--- src/rtl/grey_pkg.sv ---
// Shared widths and types for the Bayer-to-greyscale path.
package grey_pkg;

  localparam int PIX_W = 12;
  localparam int SUM_W = PIX_W + 2;

  typedef logic [PIX_W-1:0] pix_t;
  typedef logic [SUM_W-1:0] sum_t;

endpackage

--- src/rtl/grey_sum4.sv ---
// Combinational widening adder: four pixels into one sum that cannot overflow.
module grey_sum4
  import grey_pkg::*;
(
  input  pix_t i_a,
  input  pix_t i_b,
  input  pix_t i_c,
  input  pix_t i_d,
  output sum_t o_sum
);

  sum_t w_ab;
  sum_t w_cd;

  // Zero-extend before adding so the carries land in the two extra bits.
  assign w_ab  = sum_t'(i_a) + sum_t'(i_b);
  assign w_cd  = sum_t'(i_c) + sum_t'(i_d);
  assign o_sum = w_ab + w_cd;

endmodule

--- src/rtl/grey_scale.sv ---
// Averages a 2x2 Bayer quad (this column and the previous one, two rows) into grey.
// Build option GREY_ROUND_EN selects round-half-up instead of truncation.
module grey_scale
  import grey_pkg::*;
(
  input  logic clk,
  input  logic rst,
  input  pix_t data_in_1,
  input  pix_t data_in_2,
  output pix_t data_out
);

  pix_t r_prev_1;
  pix_t r_prev_2;
  sum_t w_sum;

  function automatic pix_t quad_avg(input sum_t s);
    sum_t t;
`ifdef GREY_ROUND_EN
    // Worst case 4*4095+2 still fits in SUM_W bits.
    t = s + sum_t'(2);
`else
    t = s;
`endif
    return t[SUM_W-1:2];
  endfunction

  grey_sum4 u_sum4 (
    .i_a   (data_in_1),
    .i_b   (data_in_2),
    .i_c   (r_prev_1),
    .i_d   (r_prev_2),
    .o_sum (w_sum)
  );

  // Stage boundary: column history and registered grey output.
  always_ff @(posedge clk or negedge rst) begin
    if (!rst) begin
      r_prev_1 <= '0;
      r_prev_2 <= '0;
      data_out <= '0;
    end else begin
      r_prev_1 <= data_in_1;
      r_prev_2 <= data_in_2;
      data_out <= quad_avg(w_sum);
    end
  end

endmodule

--- config.mk ---
export PLATFORM = sky130hd
export DESIGN_NAME = grey_scale
export DESIGN_NICKNAME = d
export VERILOG_FILES = /design/src/rtl/grey_pkg.sv /design/src/rtl/grey_sum4.sv /design/src/rtl/grey_scale.sv
export SDC_FILE = /design/constraint.sdc
export NUM_CORES = 1
export LEC_CHECK = 0
export CELL_PAD_IN_SITES_DETAIL_PLACEMENT = 1
export CELL_PAD_IN_SITES_GLOBAL_PLACEMENT = 1
export CORE_MARGIN = 4
export CORE_UTILIZATION = 42
export CTS_CLUSTER_DIAMETER = 120
export DETAILED_ROUTE_END_ITERATION = 7
export PLACE_DENSITY_LB_ADDON = 0.08
export SLEW_MARGIN = 15
export SYNTH_ARGS = -nofsm -noshare
export SYNTH_HDL_FRONTEND = slang
export SYNTH_SLANG_ARGS = --single-unit
--- constraint.sdc ---
create_clock -name clk -period 4.05 [get_ports clk]
set_clock_uncertainty 0.05 [all_clocks]
set_input_delay 0.405 -clock clk [delete_from_list [all_inputs] [get_ports clk]]
set_output_delay 0.405 -clock clk [all_outputs]
set_load 0.05 [all_outputs]
After elaboration in Yosys (flattened, before gate mapping)
Index checks and enable logic that the tools add are counted.
- memory bits (read-only): 0
- word-level logic and storage cells: 6
- output and inout bits: 12
- bits of input ports: 26
- memories: 0
- latch bits: 0
- bits in registers: 36
- bits in writable memories: 0
- add/sub/neg operators: 3
- mux-type cells: 0
- bitwise operators: 0
- equal/unequal tests: 0
- magnitude comparators: 0
- shift operators: 0
- multipliers: 0
- div/mod/pow operators: 0
- reductions and logical operators: 0
- operators with widths (cell ; number):
    $add 12x12->13 ; 2
    $add 14x14->14 ; 1

Depth between registers and ports, before layout
Gate-level depths: netlist of run 1.
- word-level depth: 2
- depth in mapped cells: 14
- gate-level depth less buffers: 14

Modules after synthesis
From an unflattened synthesis of run 1, not the netlist that was laid out.
- cell total of the unflattened synthesis: 208
- area, all modules: 2243.4 um^2
- by module, submodules not included (module ; cells an instance ; area an instance (um^2) ; instances ; sequential area each (um^2)):
    grey_sum4 ; 172 ; 1342.5 ; 1 ; 0.0
    grey_scale ; 36 ; 900.9 ; 1 ; 900.9

Worst setup path before layout of run 1
Ideal clock, no wire load.
- path type: input to register
- start point: input port data_in_1[0]
- end point: register data_out[11]
- slack: 1050 ps
- path buffers: 0
- arrival: 2830 ps
- stages: 13
- library setup time: 120 ps
- data required time: 3880 ps
- cell sequence: ha_1 -> inv_1 -> fa_1 -> nor2b_1 -> o2111ai_1 -> nand3_1 -> nand2_1 -> xnor2_1 -> ha_1 -> a21oi_1 -> o221ai_2 -> or4_1 -> a31o_1
- word-level cells in the longest chain between the ends: 2
- RTL lines (item ; line ; text):
    start: declaration ; grey_scale.sv:8 ; input pix_t data_in_1,
    $add 12x12->13 ; grey_sum4.sv:16 ; assign w_ab = sum_t'(i_a) + sum_t'(i_b);
    $add 14x14->14 ; grey_sum4.sv:18 ; assign o_sum = w_ab + w_cd;
    net u_sum4.o_sum[13] ; grey_sum4.sv:9 ; output sum_t o_sum
    end signal: assignment ; grey_scale.sv:45 ; data_out <= quad_avg(w_sum);
    end: declaration ; grey_scale.sv:10 ; output pix_t data_out
The timed path passes the listed nets, and every way through them passes these cells.

Final worst setup path of run 1
Ends and elaborated chain as after synthesis.

==> results of run 1 <==
## registers in the layout (all words and copies together), names as in the netlist
signal,cells
r_prev_1,12
r_prev_2,12
data_out,12
## final cells by class
class                   count  area, sq um  share of cell area, %
clock buffers               5        68.82                  2.221
well taps                  72        90.09                  2.908
inverters                  15        56.30                  1.817
multi-input cells         192         1514                  48.87
repair buffers             38        377.9                  12.20
flip-flops and latches     36        900.9                  29.08
clock inverters             3        90.09                  2.908
## power by group through the flow
stage / Clock [W] / Combinational (W) / Sequential (W)
finish: 0.000441 / 0.000866 / 0.000453
floorplan: 0 / 0.000396 / 0.000679
detailed placement: 0 / 0.000865 / 0.000462
global placement: 0 / 0.000846 / 0.000460
global route: 0.000473 / 0.000938 / 0.000465
CTS: 0.000454 / 0.000874 / 0.000455
## path summary, 6_finish.rpt
path / endpoint / depth (start not counted)
setup / recovery: data_out[11] / 14
max in group asynchronous: data_out[11] / 2
hold reg to reg: data_out[0] / 3
hold / removal: r_prev_1[2] / 2
min in group clk: r_prev_2[5] / 1
setup reg to reg: data_out[11] / 13
## metal layers
layer,vias up,wire (microns),track usage (%)
li1,998,-,-
met2,37,2682,28.75
met5,-,0,0
met4,0,63,4.317
met1,986,2783,23.23
met3,5,188,2.136
## worst max-delay path, stage by stage
cell and delay [ns]:
clkdlybuf4s50_1 0.48, ha_1 0.25, inv_1 0.07, fa_1 0.40, nor2b_1 0.16, o2111ai_1 0.16
nand3_1 0.16, nand2_1 0.09, xnor2_1 0.19, ha_1 0.31, a21oi_1 0.19, o221ai_2 0.17
or4_1 0.44, a31o_1 0.23
## kinds of logic after synthesis
family	synth area share (%)
adder cells (fa/ha/maj)	19.76
AND/OR/NAND/NOR	12.05
AO/OA/AOI/OAI	20.01
flip-flops	36.29
buffers and inverters	2.722
XOR/XNOR	9.173
## stage by stage
stage	util (%)	area (sq um)	power [W]	hold slack (ns)	setup WS, ns
2_1_floorplan	-	2482	0.001076	0.05941	1.050
3_3_place_gp	52.41	2939	0.001306	0.7057	0.2890
3_5_place_dp	52.41	2939	0.001327	0.7124	0.1995
4_1_cts	55.24	3098	0.001782	0.4965	0.4731
5_1_grt	55.24	3098	0.001875	0.5177	0.2289
6_report	55.24	3098	0.001760	0.4886	0.4564
## cell usage in the layout (no fill, tap or decap), types with 2 or more instances in the layout
cell type	netlist	layout
xor2_1	8	8
a31o_2	4	4
dfrtp_1	36	36
inv_1	15	15
o21bai_1	3	3
a21oi_1	21	21
clkdlybuf4s50_1	0	37
clkbuf_8	0	5
nor2_1	4	4
nand2b_1	6	6
a2111oi_0	2	2
nor2b_1	3	3
or3_1	4	4
bufinv_16	0	3
xnor2_1	18	18
nor4_1	4	4
a31oi_1	3	3
a211oi_1	2	2
o31ai_1	2	2
fa_1	2	2
o2111ai_1	2	2
nand4_1	3	3
o311ai_0	2	2
nor3_1	4	4
o21ai_0	16	16
o221ai_2	2	2
o21a_1	3	3
ha_1	36	36
nand2_1	12	12
a21o_1	5	5
nand3_1	6	6
and3_1	3	3
==> metrics.txt, run 1 <==
Hold WC Path Type=in2async; Post-CTS Hold Buffers=0; fin. max-slew vios=0; syn nets=slightly above 300; Pwr Density=568.2 mW/mm^2; EDFF count, synth=0; DRC violations left=0; CP required=4.18 ns; Pint=roughly 0.0011 W; internal reg-to-reg setup slack=between 0.6 and 0.7 ns; synthesized flop and latch total=36; drt initial violations=between 80 and 90; Synth async-reset ratio=between 90% and 100%; GR Overflow Total=0; first-pass GRT wire length=around 10 mm; clock sink count=36; row count=27; synthesized area=roughly 0.0025 sq mm; status=completed; register area share after synthesis=a little over a third; CTS resizes=0; die boundary height=about 85 microns; cell taking the most area after synthesis=dfrtp_1; Max-Cap Viols=0; DP Wirelength=between 4 and 5 mm; via count=about 2000; initial antenna violation count=0; Setup crit start kind=primary input; Starting Density=around 44%; Placed Instances=about 350; final cell count without fillers=about 360; switching power total=roughly 0.00067 W; clk_lat worst skew=approximately 0.29 ns; final hold vios=0; nets=roughly 350; share of post-route cells with drive strength above 1=5.882%; die area=just over 0.007 sq mm; DRT antenna net count=0; Core Box Area=around 0.0056 sq mm; Synth Flop Type=dfrtp_1; switching share of total power=a little under two fifths; total CTS buffers=5; final wirelength=between 5 and 6 mm; Die W=approximately 85 microns; # IOs=38; Via density=around 5.6; crit path kind=in2reg; CP max FO=6; Ant. Diodes=0; Synth warnings=0; RR Startpoint=r_prev_1[0]; clk root buf=clkbuf_8; Critical path origin=data_in_1[0]; critical path endpoint category=flop; Mapped Cells=between 200 and 250; max frequency=approximately 280 MHz; Worst VDD drop=about 0.36 mV; top cells by count, synth=dfrtp_1, ha_1, a21oi_1, xnor2_1, o21ai_0; global-route usage over all layers=~17%; clk slew on worst S/H paths=about 0.080 ns; Mapped Avg Cell Area=10.09 sq um; Reg power frac=roughly 26%; final worst path period share=88.73%; TritonCTS clock tree=yes; RSZ-0062 raised after global routing=false; Worst Tran Pin Value=roughly 0.49 ns; Area growth, synth to finish=24.80%; top cell type's share of synthesized area=approximately 36%; largest net degree at the start of global routing=37; input/output buffers=37; Setup Buffers After CTS=0; Final min period=3.594 ns; Clock Path Buffers=2; htree depth=2; Logic pwr share=around half; GP Congestion=~0.8; largest cells by area after synthesis=dfrtp_1, ha_1, xnor2_1; setup_tns=0 ns; synth unique cells=42; per-cell routed wire length=between 15 and 20 microns; WP data arrival=between 3 and 4 ns; slew margin rel.=roughly two thirds; Leak=between 1 and 1.5 nW; endpoints failing setup=0; DRT Pass-1 Iters=4; vias in the first global route=~2100; fill count=about 630; clock group share of total power=approximately a quarter
(Power assumes the default switching activity.)
==> run 2: changes to the inputs <==
- CORE_UTILIZATION: 42 -> 49
- DONT_BUFFER_PORTS: unset -> 1
==> run 2 against run 1 <==
Compared with the run above: power decreased by 15%; sequential power increased by 49%; combinational power is 42% lower; maximum frequency is 9.0% higher; via count is 7.4% lower; critical path depth fell by 1; count of clock-buffer cells in the layout unchanged; worst setup slack improved by 0.30 ns; clock power fell by 28%; non-clock buffer count decreased by 36; utilization up 0.73 points; register-to-register slack improved by 0.06 ns; critical endpoint unchanged; highest routed layer unchanged.
==> metrics.txt, run 2 (synthesis gave the netlist of run 1 again) <==
status=completed (unchanged); Final min period=3.296 ns (was 3.594 ns); Max Used Layer=met4 (unchanged); GR Overflow Total=0 (unchanged); share of post-route cells with drive strength above 1=6.719% (was 5.882%); clk root buf=clkbuf_8 (unchanged); htree depth=2 (unchanged); DRT antenna net count=0 (unchanged); Worst VDD drop=0.2340 mV (was 0.3552 mV); WP data arrival=3.43 ns (was 3.72 ns); final worst path period share=81.37% (was 88.73%); total CTS buffers=5 (unchanged); per-cell routed wire length=17.37 microns (was 15.84 microns); first-pass GRT wire length=9.646 mm (was 10.14 mm); RSZ-0062 raised after global routing=false (unchanged); slew margin rel.=70.03% (was 67.01%); clock sink count=36 (unchanged); Setup Buffers After CTS=0 (unchanged); final cell count without fillers=320 (was 361); Core Box Area=0.004817 sq mm (was 0.005608 sq mm); Worst Reg2Reg Path Length in Cells=13 (unchanged); internal reg-to-reg setup slack=0.75 ns (was 0.69 ns); critical path endpoint category=flop (unchanged); Setup crit start kind=flop (was primary input); endpoints failing setup=0 (unchanged); critical path capture point=data_out[11] (unchanged); Die W=79.18 microns (was 84.88 microns); global-route usage over all layers=19.69% (was 17.05%); row count=25 (was 27); Starting Density=51.53% (was 44.27%); CP required=4.18 ns (about the same); max frequency=303.4 MHz (was 278.3 MHz); Leak=1.211 nW (was 1.371 nW); CTS resizes=0 (unchanged); clk_lat worst skew=0.29 ns (about the same); Critical path origin=r_prev_1[0] (was data_in_1[0]); Placed Instances=310 (was 353); clk slew on worst S/H paths=0.08 ns (about the same); via count=1877 (was 2026); initial antenna violation count=0 (unchanged); vias in the first global route=1972 (was 2126); final hold vios=0 (unchanged); Ant. Diodes=0 (unchanged); Min Hold Slack=0.08220 ns (was 0.4886 ns); Power, Total=0.001493 W (was 0.001760 W); most frequent cells in the layout=ha_1, dfrtp_1, a21oi_1, xnor2_1, o21ai_0 (was clkdlybuf4s50_1, ha_1, dfrtp_1, a21oi_1, xnor2_1); Met1 Routed Length=2.741 mm (was 2.783 mm); fin. max-slew vios=0 (unchanged); Pwr Density=553.6 mW/mm^2 (was 568.2 mW/mm^2); input/output buffers=0 (was 37); die boundary height=79.18 microns (was 84.88 microns); DRT Pass-1 Iters=4 (unchanged); Area growth, synth to finish=8.619% (was 24.80%); drt initial violations=45 (was 89); setup_tns=0 ns (unchanged); # IOs=38 (unchanged); Worst Tran Pin Value=0.4499 ns (was 0.4933 ns); die area=0.006269 sq mm (was 0.007205 sq mm); CP max FO=6 (unchanged); met2 WL=2.452 mm (was 2.682 mm); Hold WC Path Type=in2reg (was in2async); largest net degree at the start of global routing=37 (unchanged); Max-Cap Viols=0 (unchanged); DRC violations left=0 (unchanged); crit path kind=reg2reg (was in2reg); RR Startpoint=r_prev_1[0] (unchanged); final wirelength=5.557 mm (was 5.718 mm); TritonCTS clock tree=yes (unchanged); Post-CTS Hold Buffers=2 (was 0); GP Congestion=0.8207 (was 0.7829); top flop regs=data_out: 12 flops, r_prev_1: 12 flops, r_prev_2: 12 flops (unchanged); Worst R2R End=data_out[11] (unchanged); nets=316 (was 352); Clock Path Buffers=2 (unchanged); Via density=5.866 (was 5.612); DP Wirelength=4.327 mm (was 4.541 mm); metal3 WL=291 microns (was 188 microns)
-- run 2: metal layers --
metal	track usage, %	vias up
li1	-	926
met1	27.91	901
met2	29.71	45
met3	4.535	5
met4	6.014	0
met5	0	-
-- run 2: where the power goes --
group	leakage [nW]	switching, W	total (W)	internal, W
clock network	0.0541	0.000134	0.000317	0.000182
logic	0.737	0.000274	0.000499	0.000225
registers	0.421	0.000245	0.000677	0.000433
total	1.21	0.000653	0.00149	0.000840
-- run 2: area by class of cell --
class                      instances  area [sq um]
timing repair buffer               2         30.03
tap                               67         83.83
clock inverter                     3         42.54
sequential                        36         900.9
clock buffer                       5         68.82
multi-input combinational        192          1514
fill                             556          2121
inverter                          15         56.30
-- run 2: how the worst min path moves through the flow --
stage                       startpoint     endpoint  depth (start not counted)
after global placement             rst  r_prev_2[0]                          0
final                     data_in_1[7]  r_prev_1[7]                          0
after floorplan                    rst  data_out[0]                          0
after global routing      data_in_1[7]  r_prev_1[7]                          0
after CTS                 data_in_2[1]  r_prev_2[1]                          0
after detailed placement           rst  r_prev_1[0]                          0
-- run 2: metrics by stage --
stage               setup WS, ns  area (sq um)  util [%]
floorplan                  1.050          2482         -
global placement          0.7634          2555     53.04
detailed placement        0.6930          2555     53.04
CTS                       0.7707          2696     55.97
global route              0.5419          2696     55.97
finish                    0.7544          2696     55.97
-- run 2: worst max-delay path, cell delays in order, from the launching register on --
cell and delay [ns]:
dfrtp_1 0.33, ha_1 0.22, inv_1 0.08, fa_1 0.41, nor2b_1 0.17, o2111ai_1 0.15, nand3_1 0.14, nand2_1 0.13
xnor2_1 0.15, ha_1 0.36, a21oi_1 0.20, o221ai_2 0.16, or4_1 0.43, a31o_1 0.21
==> run 3: changes to the inputs <==
- clock period: 4.05 -> 3.3 ns (I/O delays scaled with it)
==> run 3 against run 2 <==
Compared with the run above: critical path depth shrank 2; routed wire length up 1.5%; power is 21% higher; register-to-register slack lost 0.57 ns; count of clock-buffer cells in the layout grew 3; critical path type unchanged; highest routed layer unchanged.
==> metrics.txt, run 3 (synthesis gave the netlist of run 1 again) <==
# IOs=38 (unchanged); Logic pwr share=36.3% (was 33.4%); Leak=1.271 nW (was 1.211 nW); Pint=0.001010 W (was 0.0008397 W); input/output buffers=0 (unchanged); die boundary height=79.18 microns (unchanged); per-cell routed wire length=16.78 microns (was 17.37 microns); DRT Pass-1 Iters=4 (unchanged); DRC violations left=0 (unchanged); Starting Density=51.53% (unchanged); nets=332 (was 316); Core Util, Final=58.94% (was 55.97%); initial antenna violation count=0 (unchanged); final hold vios=0 (unchanged); clock sink count=36 (unchanged); Reg power frac=46.0% (was 45.4%); Area growth, synth to finish=14.36% (was 8.619%); final worst path period share=94.44% (was 81.37%); Final min period=3.117 ns (was 3.296 ns); Die W=79.18 microns (unchanged); DP Wirelength=4.288 mm (was 4.327 mm); slew margin rel.=69.49% (was 70.03%); most common cell after layout, fill and taps aside=dfrtp_1; RSZ-0062 raised after global routing=false (unchanged); GR Overflow Total=0 (unchanged); crit path kind=reg2reg (unchanged); row count=25 (unchanged); Setup WS post-layout=0.1833 ns (was 0.7544 ns); final wirelength=5.638 mm (was 5.557 mm); Core Box Area=0.004817 sq mm (unchanged); largest net degree at the start of global routing=37 (unchanged); WP data arrival=3.24 ns (was 3.43 ns); worst slack at placement=0.03373 ns (was 0.6930 ns); die area=0.006269 sq mm (unchanged); GP Congestion=0.8199 (was 0.8207); Pwr Density=637.4 mW/mm^2 (was 553.6 mW/mm^2); CP max FO=6 (unchanged); CP required=3.42 ns (was 4.18 ns); global-route usage over all layers=18.89% (was 19.69%); DRT antenna net count=0 (unchanged); drt initial violations=39 (was 45); endpoints failing setup=0 (unchanged); htree depth=2 (unchanged); setup_tns=0 ns (unchanged); share of post-route cells with drive strength above 1=8.178% (was 6.719%); Hold WC Path Type=in2reg (unchanged); switching power total=0.0007994 W (was 0.0006528 W); Setup crit start kind=flop (unchanged); fill count=557 (was 556); clock group share of total power=17.7% (was 21.2%); Worst VDD drop=0.3255 mV (was 0.2340 mV); Ant. Diodes=0 (unchanged); vias in the first global route=1984 (was 1972); most frequent cells in the layout=dfrtp_1, ha_1, a21oi_1, xnor2_1, o21ai_0 (was ha_1, dfrtp_1, a21oi_1, xnor2_1, o21ai_0); clk root buf=clkbuf_8 (unchanged); Max-Cap Viols=0 (unchanged); Min Hold Slack=0.02392 ns (was 0.08220 ns); Worst Tran Pin Value=0.4580 ns (was 0.4499 ns); clk slew on worst S/H paths=0.07 ns (was 0.08 ns); critical path endpoint category=flop (unchanged); Clock Path Buffers=2 (unchanged); Via density=5.771 (was 5.866); total CTS buffers=5 (unchanged); clk_lat worst skew=0.29 ns (about the same); via count=1939 (was 1877); max frequency=320.9 MHz (was 303.4 MHz); fin. max-slew vios=0 (unchanged); first-pass GRT wire length=9.335 mm (was 9.646 mm); top flop regs=data_out: 12 flops, r_prev_1: 12 flops, r_prev_2: 12 flops (unchanged); switching share of total power=44.18% (was 43.74%); TritonCTS clock tree=yes (unchanged); status=completed (unchanged)
-- run 3: layer usage --
| metal | track usage [%] | up-vias | wire, microns |
|---|---|---|---|
| met1 | 26.69 | 943 | 2857 |
| li1 | - | 954 | - |
| met3 | 4.082 | 6 | 156 |
| met4 | 5.326 | 0 | 63 |
| met5 | 0 | - | 0 |
| met2 | 29.04 | 36 | 2560 |
-- run 3: final timing paths --
path / from / to / slack, ns / depth (start not counted)
setup / recovery: r_prev_1[1] / data_out[11] / 0.18 / 11
hold / removal: data_in_2[11] / r_prev_2[11] / 0.02 / 0
setup reg to reg: r_prev_1[1] / data_out[11] / 0.18 / 11
hold reg to reg: r_prev_2[0] / data_out[0] / 0.74 / 3
max in group asynchronous: rst / r_prev_2[2] / 2.56 / 2
min in group asynchronous: rst / data_out[1] / 0.44 / 2
-- run 3: final cells by class --
class,count,area [sq um],share of cell area [%]
timing repair buffer,18,182.7,6.435
multi-input combinational,192,1525,53.72
tap,67,83.83,2.953
inverter,15,56.30,1.983
clock buffer,8,90.09,3.173
sequential,36,900.9,31.73
-- run 3: repair_timing --
action	4_1_cts	5_1_grt
gates resized for setup	0	4
setup buffers	0	2
hold endpoints to repair	36	13
hold buffers	2	13
setup endpoints to repair	0	3
-- run 3: critical path: stages (launching register included) --
cell and delay, ns:
dfrtp_1 0.39, ha_1 0.32, a211oi_1 0.30, o21bai_1 0.12, a21oi_1 0.18, xnor2_1 0.15, ha_1 0.27, a21o_1 0.18
a21oi_1 0.21, o221ai_2 0.18, or4_1 0.42, a31o_1 0.22
-- run 3: power by group through the flow --
stage	Combinational [W]	Clock, W	Sequential (W)
after CTS	0.000621	0.000333	0.000836
after global routing	0.000742	0.000356	0.000843
final	0.000656	0.000321	0.000833
after global placement	0.000587	0	0.000841
after detailed placement	0.000602	0	0.000846
after floorplan	0.000486	0	0.000833
-- run 3: metrics by stage --
step	power, W	instance area, sq um	instances
after floorplan	0.001320	2482	246
final	0.001809	2839	336
after global routing	0.001941	2839	336
after CTS	0.001790	2683	321
after global placement	0.001429	2562	311
after detailed placement	0.001449	2562	311
